## config.mk

```make
export PLATFORM = sky130hd
export DESIGN_NAME = video_sram_port_arbiter
export DESIGN_NICKNAME = d
export VERILOG_FILES = /design/src/rtl/video_sram_port_arbiter.sv
export SDC_FILE = /design/constraint.sdc
export NUM_CORES = 1
export LEC_CHECK = 0
export BUFFER_PORTS_ARGS = -buffer_cell sky130_fd_sc_hd__buf_2
export CORE_UTILIZATION = 48
export CTS_BUF_LIST = sky130_fd_sc_hd__clkbuf_16
export DETAILED_ROUTE_END_ITERATION = 10
export HOLD_SLACK_MARGIN = 0.08
export PLACE_DENSITY = 0.85
export SYNTH_ARGS = -nofsm -noshare
export SYNTH_HDL_FRONTEND = slang
export SYNTH_SLANG_ARGS = --single-unit
```

## constraint.sdc

```tcl
create_clock -name clk -period 4.72 [get_ports clk]
set_input_delay 0.472 -clock clk [delete_from_list [all_inputs] [get_ports clk]]
set_output_delay 0.472 -clock clk [all_outputs]
set_load 0.01 [all_outputs]
```

## src/rtl/video_sram_port_arbiter.sv

```systemverilog
// Arbitrates one SRAM primary port between requester A (bus) and B (blitter); ack 3 cycles after req in IDLE, one access per 4 cycles.
// No backpressure path: a losing requester simply stays busy until its own ack pulse.
module video_sram_port_arbiter #(
   parameter int SRAM_ADDRESS_SIZE = 10
) (
   input  logic                         clk,
   input  logic                         rst_n,
   input  logic                         fixedPriority,
   input  logic                         a_req,
   input  logic                         a_we,
   input  logic [3:0]                   a_mask,
   input  logic [SRAM_ADDRESS_SIZE-1:0] a_addr,
   input  logic [31:0]                  a_wdata,
   output logic                         a_busy,
   output logic                         a_ack,
   output logic [31:0]                  a_rdata,
   input  logic                         b_req,
   input  logic                         b_we,
   input  logic [3:0]                   b_mask,
   input  logic [SRAM_ADDRESS_SIZE-1:0] b_addr,
   input  logic [31:0]                  b_wdata,
   output logic                         b_busy,
   output logic                         b_ack,
   output logic [31:0]                  b_rdata,
   output logic                         sram_select,
   output logic                         sram_writeEnable,
   output logic [3:0]                   sram_writeMask,
   output logic [SRAM_ADDRESS_SIZE-1:0] sram_address,
   output logic [31:0]                  sram_dataWrite,
   input  logic [31:0]                  sram_dataRead
);

   typedef enum logic [1:0] {IDLE, ISSUE, CAPTURE, DONE} state_t;

   state_t state, state_nxt;
   logic   owner_b;
   logic   owner_we;
   logic   last_a;
   logic   grant_b;

   assign a_busy = a_req & ~a_ack;
   assign b_busy = b_req & ~b_ack;

   always_comb begin
      state_nxt = state;
      grant_b   = 1'b0;
      case (state)
         IDLE: begin
            if (a_req || b_req) begin
               state_nxt = ISSUE;
               // On a tie, round-robin hands the grant to whoever did not go last.
               if (a_req && b_req) grant_b = !fixedPriority && last_a;
               else                grant_b = b_req;
            end
         end
         ISSUE:   state_nxt = CAPTURE;
         CAPTURE: state_nxt = DONE;
         DONE:    state_nxt = IDLE;
         default: state_nxt = IDLE;
      endcase
   end

   always_ff @(posedge clk) begin
      if (!rst_n) begin
         state            <= IDLE;
         owner_b          <= 1'b0;
         owner_we         <= 1'b0;
         last_a           <= 1'b0;
         a_ack            <= 1'b0;
         b_ack            <= 1'b0;
         a_rdata          <= '0;
         b_rdata          <= '0;
         sram_select      <= 1'b0;
         sram_writeEnable <= 1'b0;
         sram_writeMask   <= '0;
         sram_address     <= '0;
         sram_dataWrite   <= '0;
      end else begin
         state            <= state_nxt;
         sram_select      <= (state_nxt == ISSUE);
         sram_writeEnable <= 1'b0;
         a_ack            <= 1'b0;
         b_ack            <= 1'b0;
         case (state)
            IDLE: begin
               if (state_nxt == ISSUE) begin
                  owner_b          <= grant_b;
                  owner_we         <= grant_b ? b_we : a_we;
                  sram_writeEnable <= grant_b ? b_we : a_we;
                  sram_writeMask   <= grant_b ? b_mask : a_mask;
                  sram_address     <= grant_b ? b_addr : a_addr;
                  sram_dataWrite   <= grant_b ? b_wdata : a_wdata;
               end
            end
            CAPTURE: begin
               if (!owner_we) begin
                  if (owner_b) b_rdata <= sram_dataRead;
                  else         a_rdata <= sram_dataRead;
               end
               a_ack <= !owner_b;
               b_ack <= owner_b;
            end
            DONE:    last_a <= !owner_b;
            default: ;
         endcase
      end
   end

endmodule

```

==> results.md, run 1 <==
- Status: finished, final reports clean
- Crit path kind: reg2reg
- Cell Rows: 35
- Total GRT Usage: 0.257
- Worst R2R Start: state[0]$_SDFF_PN0_
- Clk_lat worst skew: 0.40 ns
- Per-cell routed wire length: 14.2 um
- First-pass GRT wire length: 20.5 mm
- Count of cell types in the netlist: 27
- Period utilization: 0.483
- # clock sinks: 119
- Die width: 101 um
- Final net count: a little over 900
- Mapped cell area: 4670 um^2
- Sequential element share of the synthesized area: 0.510
- Ys async rst share: 0
- Core Region: 9330 um^2
- Final setup vio count: 0
- Total Wirelength: 13.4 mm
- Synth Instances: approximately 580
- Placed inst area: 5920 um^2
- Largest net degree at the start of global routing: a little under 100
- DRT iter0 DRCs: 161
- Post-CTS sizing: 0
- Die area: 10100 um^2
- Yosys top cell area share: 0.510
- Top_reg_cell synth: dfxtp_1
- TritonCTS clock tree: built
- Clk pin slew, worst setup/hold paths: 0.06 ns
- Fin. Hold Viols: 0
- Post-synth top area cell: dfxtp_1
- Root Driver: clkbuf_16
- Peak supply drop: 0.313 mV
- Routability congestion estimate: 0.803
- Fmax: 0.439 GHz
- First-pass DRT Iterations: 5
- Initial antenna violation count: 0
- Crit. End Element: flop
- Worst setup SP type: flop
- Residual DRC count: 0
- Worst-margin pin slew: around 1.2 ns
- Critical path startpoint: state[0]$_SDFF_PN0_
- Post-synth EDFFs: 0
- Area grow syn2layout: 40.2%
- Clock buffer depth: 2
- Antenna Violating Nets Remaining: 0
- Setup bufs post-CTS: 0
- Worst Skew: 0.00832 ns
- Vias per std cell: 5.13
- Setup TNS: 0 ns
- Starting Density: 0.501
- Worst path slowest cell: buf_4
- Yosys warning count: 0
- Final Cell Area: around 6500 um^2
- I/O pins: 247
- Top cells by area, synth: dfxtp_1 51%, nand2_1 18%, a21boi_0 9.2%, a31oi_1 6.3%, o21ai_0 5.0%
- H-Tree Depth: 4
- Worst EP arrival: 2.60 ns
- Via count: 4835
- Critical Path RT: 5.04 ns
- Die height: between 100 and 150 um
- Inserted Clock Buffers: 17
- Yosys reg bits: 119
- Mapped Avg Cell Area: 8.09 um^2
- Crit-path max cell delay: about 0.63 ns
- Syn_nets: approximately 710
- Max cap viols: 0
- Ant diodes: 0
- GR Overflow Total: 0
- Max-slew headroom: 0.214
- I/O Buffers: 246
- Cell Pwr Density: ~630 nW/um^2
- Unrepaired setup endpoints after global routing: false
- CP max FO: 96
- Commonest cells post-synth: 226 x nand2_1, 119 x dfxtp_1, 57 x a21boi_0, 47 x a31oi_1, 47 x o21ai_0
- Crit-path cells: inv_1 > ha_1 > nor4b_2 > nor4b_4 > buf_4 > o21ai_0 > a31oi_1
- Count leader, synth: nand2_1
- Final min period: 2.28 ns
- Worst hold-check path type: in2reg
- Slew Limit Fails: 0
- Hpwl dp: 9.30 mm
- Vias in the first global route: approximately 4.3k
- Leakage: 3.06 nW
- Share of layout cells above drive strength 1: 0.353
- Hold path start: sram_dataRead[1]
- Hold buffers post-CTS: 0
-- registers in the layout (all words and copies together) (netlist names), 2 cells and up --
register        count
a_rdata            32
b_rdata            32
sram_address       10
sram_dataWrite     32
sram_writeMask      4
state               2
-- cells in the final DEF, fill, tap and decap left out, drive strengths merged, types with 2 or more instances in the layout --
master    Yosys  layout
a21oi         2       2
ha            4       4
nor2b         4       4
o21ai        47      47
buf          17     251
a21boi       64      64
clkinvlp      0       3
nor4b         2       2
nor3b         2       2
inv           2       4
dfxtp       119     119
nor2          2       2
clkinv        0       6
a31oi        47      47
clkbuf       30      17
nand2       226     226
bufinv        0       4
-- power by group --
| part | switching, W | total [W] | internal [W] | leakage, nW |
|---|---|---|---|---|
| registers | 0.000144 | 0.00145 | 0.00130 | 0.970 |
| clock network | 0.000476 | 0.00136 | 0.000887 | 0.299 |
| logic | 0.000823 | 0.00131 | 0.000489 | 1.79 |
-- final timing paths --
check,endpoint,slack [ns],cells past startpoint
min reg2reg,a_rdata[1]$_SDFFE_PN0P_,0.45,2
max,sram_address[7]$_SDFFE_PN0P_,2.44,7
min,a_rdata[1]$_SDFFE_PN0P_,0.33,3
max reg2reg,sram_address[7]$_SDFFE_PN0P_,2.44,7
-- per-stage QoR --
stage	setup WS (ns)	power, W	utilization	hold WS, ns	instances
after detailed placement	2.47	0.00277	0.634	0.443	910
after global placement	2.61	0.00271	0.634	0.439	910
after CTS	2.47	0.00414	0.702	0.314	942
final	2.44	0.00412	0.702	0.327	942
after floorplan	2.99	0.00228	-	0.468	577
after global routing	2.29	0.00435	0.702	0.320	942
-- per-layer routing --
| layer | track usage | up-vias | part of all wire | routed length (um) |
|---|---|---|---|---|
| li1 | - | 2377 | - | - |
| met1 | 0.288 | 2226 | 0.39 | 5280 |
| met2 | 0.463 | 209 | 0.51 | 6860 |
| met3 | 0.0666 | 23 | 0.073 | 971 |
| met4 | 0.108 | 0 | 0.020 | 263 |
| met5 | 0 | - | 0 | 0 |
-- critical path, delay by kind of cell, from the launching register on --
family | cells | cell delay [ns]
flops | 1 | 0.36
simple gates | 2 | 0.42
fa+ha+maj | 1 | 0.22
buf+inv | 2 | 0.73
compound gates | 2 | 0.41
-- cells by family after synthesis --
| family | synth area share |
|---|---|
| AND/OR/NAND/NOR | 0.211 |
| AO/OA/AOI/OAI | 0.222 |
| flip-flops | 0.510 |
| buffers and inverters | 0.0442 |
| adder cells (fa/ha/maj) | 0.0107 |
| multiplexers | 0.00214 |
-- layout make-up --
type / instances / area (um^2)
fill: 745 / 2780
sequential: 119 / 2380
multi-input combinational: 409 / 2100
timing repair buffer: 251 / 1270
clock buffer: 17 / 425
clock inverter: 15 / 203
tap: 129 / 161
inverter: 2 / 7.51
Power figures use the tool's default switching activity.
==> run 2, diff against run 1 <==
CORE_UTILIZATION = 45   (was 48)
PLACE_DENSITY = 0.8   (was 0.85)
clock period = 2.2 ns   (was 4.72 ns; I/O delays follow)
==> results.md, run 2 (synthesis gave the netlist of run 1 again) <==
- TritonCTS clock tree: built
- Commonest non-fill, non-tap cell in the layout: buf_2
- # clock sinks: between 100 and 150
- I/O Buffers: 246
- Crit path kind: reg2reg
- Starting Density: 0.471
- Clk pin slew, worst setup/hold paths: 0.06 ns
- Worst EP arrival: 2.34 ns
- Max-slew headroom: 0.515
- Hpwl dp: 8.76 mm
- Critical Path RT: between 2 and 3 ns
- Area grow syn2layout: 64.5%
- Cell Rows: 36
- Root Driver: clkbuf_16
- Final setup vio count: 0
- Routability congestion estimate: 0.796
- First-pass GRT wire length: 27.3 mm
- Die height: just over 100 um
- CP max FO: 96
- Vias in the first global route: roughly 5.6k
- Antenna Violating Nets Remaining: 0
- Period utilization: 0.917
- Leakage: 3.55 nW
- Inserted Clock Buffers: 17
- Fin. Hold Viols: 0
- Die width: about 100 um
- Worst path slowest cell: dfxtp_1
- Delay-heaviest family, CP: simple AND/OR/NAND/NOR gates
- Non-filler instance count after layout: 1064
- Via count: about 5.7k
- Core Region: 9910 um^2
- Largest net degree at the start of global routing: 97
- Worst setup SP type: flop
- Peak supply drop: 1.02 mV
- Die area: approximately 11000 um^2
- Slew Limit Fails: 0
- Initial antenna violation count: 0
- Final core utilization: 0.775
- Largest regs: a_rdata: 32 flops, b_rdata: 32 flops, sram_dataWrite: 32 flops
- Per-cell routed wire length: 16.2 um
- Post-CTS sizing: 0
- Share of layout cells above drive strength 1: 0.306
- Worst Skew: about 0.012 ns
- Crit-path max cell delay: 0.37 ns
- Total GRT Usage: 0.317
- First-pass DRT Iterations: 5
- Clock buffer depth: 2
- CP Buf/Inv Count: 2
- Worst R2R Setup Slack: 0.18 ns
- Commonest non-fill, non-tap cells in the layout: 246 x buf_2, 226 x nand2_1, 119 x dfxtp_1
- I/O pins: around 250
- DRT iter0 DRCs: 409
- GR Overflow Total: 0
- Crit. End Element: flop
- Setup TNS: 0 ns
- Final min period: 2.02 ns
- Status: finished, final reports clean
- Max cap viols: 0
- Total Wirelength: between 15 and 20 mm
- Fmax: 0.495 GHz
- Crit-path cells: inv_1 > ha_1 > nor4b_2 > nor4b_4 > buf_12 > o21ai_0 > a31oi_1
- Final net count: around 1.1k
- Dpl cells: 917
- Vias per std cell: around 5.3
- Unrepaired setup endpoints after global routing: false
- Setup bufs post-CTS: 0
- Hold buffers post-CTS: about 120
- Residual DRC count: 0
- Ant diodes: 0
- Clk_lat worst skew: 0.41 ns
- H-Tree Depth: 4
- Worst-margin pin slew: around 0.73 ns
- Worst hold-check path type: in2reg
- Cell Pwr Density: 1140 nW/um^2
==> run 2: worst paths after layout <==
kind,from,endpoint,cells past startpoint
min,sram_dataRead[21],a_rdata[21]$_SDFFE_PN0P_,3
max,state[0]$_SDFF_PN0_,sram_dataWrite[2]$_SDFFE_PN0P_,7
max reg2reg,state[0]$_SDFF_PN0_,sram_dataWrite[2]$_SDFFE_PN0P_,7
min reg2reg,a_rdata[27]$_SDFFE_PN0P_,a_rdata[27]$_SDFFE_PN0P_,2
==> run 2: layout make-up <==
| type | count | area, um^2 |
|---|---|---|
| Timing Repair Buffer | 370 | 2500 |
| Clock buffer | 17 | 425 |
| Multi-Input combinational cell | 409 | 2100 |
| Inverter | 2 | 7.51 |
| Clock inverter | 14 | 97.6 |
| Fill cell | 597 | 2230 |
| Sequential cell | 119 | 2380 |
| Tap cell | 133 | 166 |
==> run 2: layer usage <==
| metal | part of all wire | GRT usage | up-vias |
|---|---|---|---|
| li1 | - | - | 2613 |
| met1 | 0.38 | 0.359 | 2587 |
| met2 | 0.49 | 0.529 | 400 |
| met3 | 0.088 | 0.0927 | 74 |
| met4 | 0.040 | 0.188 | 0 |
| met5 | 0 | 0 | - |
==> run 2: per-stage QoR <==
stage / area, um^2 / hold WS (ns) / total power (W) / worst slack, ns
5_1_grt: 7680 / 0.0855 / 0.00924 / 0.0642
6_report: 7680 / 0.0945 / 0.00876 / 0.182
3_3_place_gp: 6000 / 0.438 / 0.00588 / 0.353
2_1_floorplan: 4670 / 0.355 / 0.00490 / 0.472
3_5_place_dp: 6000 / 0.445 / 0.00597 / 0.269
4_1_cts: 7680 / 0.0806 / 0.00859 / 0.242
==> run 2: power breakdown <==
part	internal, W	leakage, nW	switching, W
sequential	0.00280	0.970	0.000334
combinational	0.00124	2.31	0.00192
clock	0.00151	0.270	0.000946
total	0.00555	3.55	0.00320
==> run 2: worst reg2reg max path, cell delays in order, from the launching register on <==
cell     delay [ns]
dfxtp_1        0.37
inv_1          0.10
ha_1           0.21
nor4b_2        0.18
nor4b_4        0.31
buf_12         0.33
o21ai_0        0.22
a31oi_1        0.22
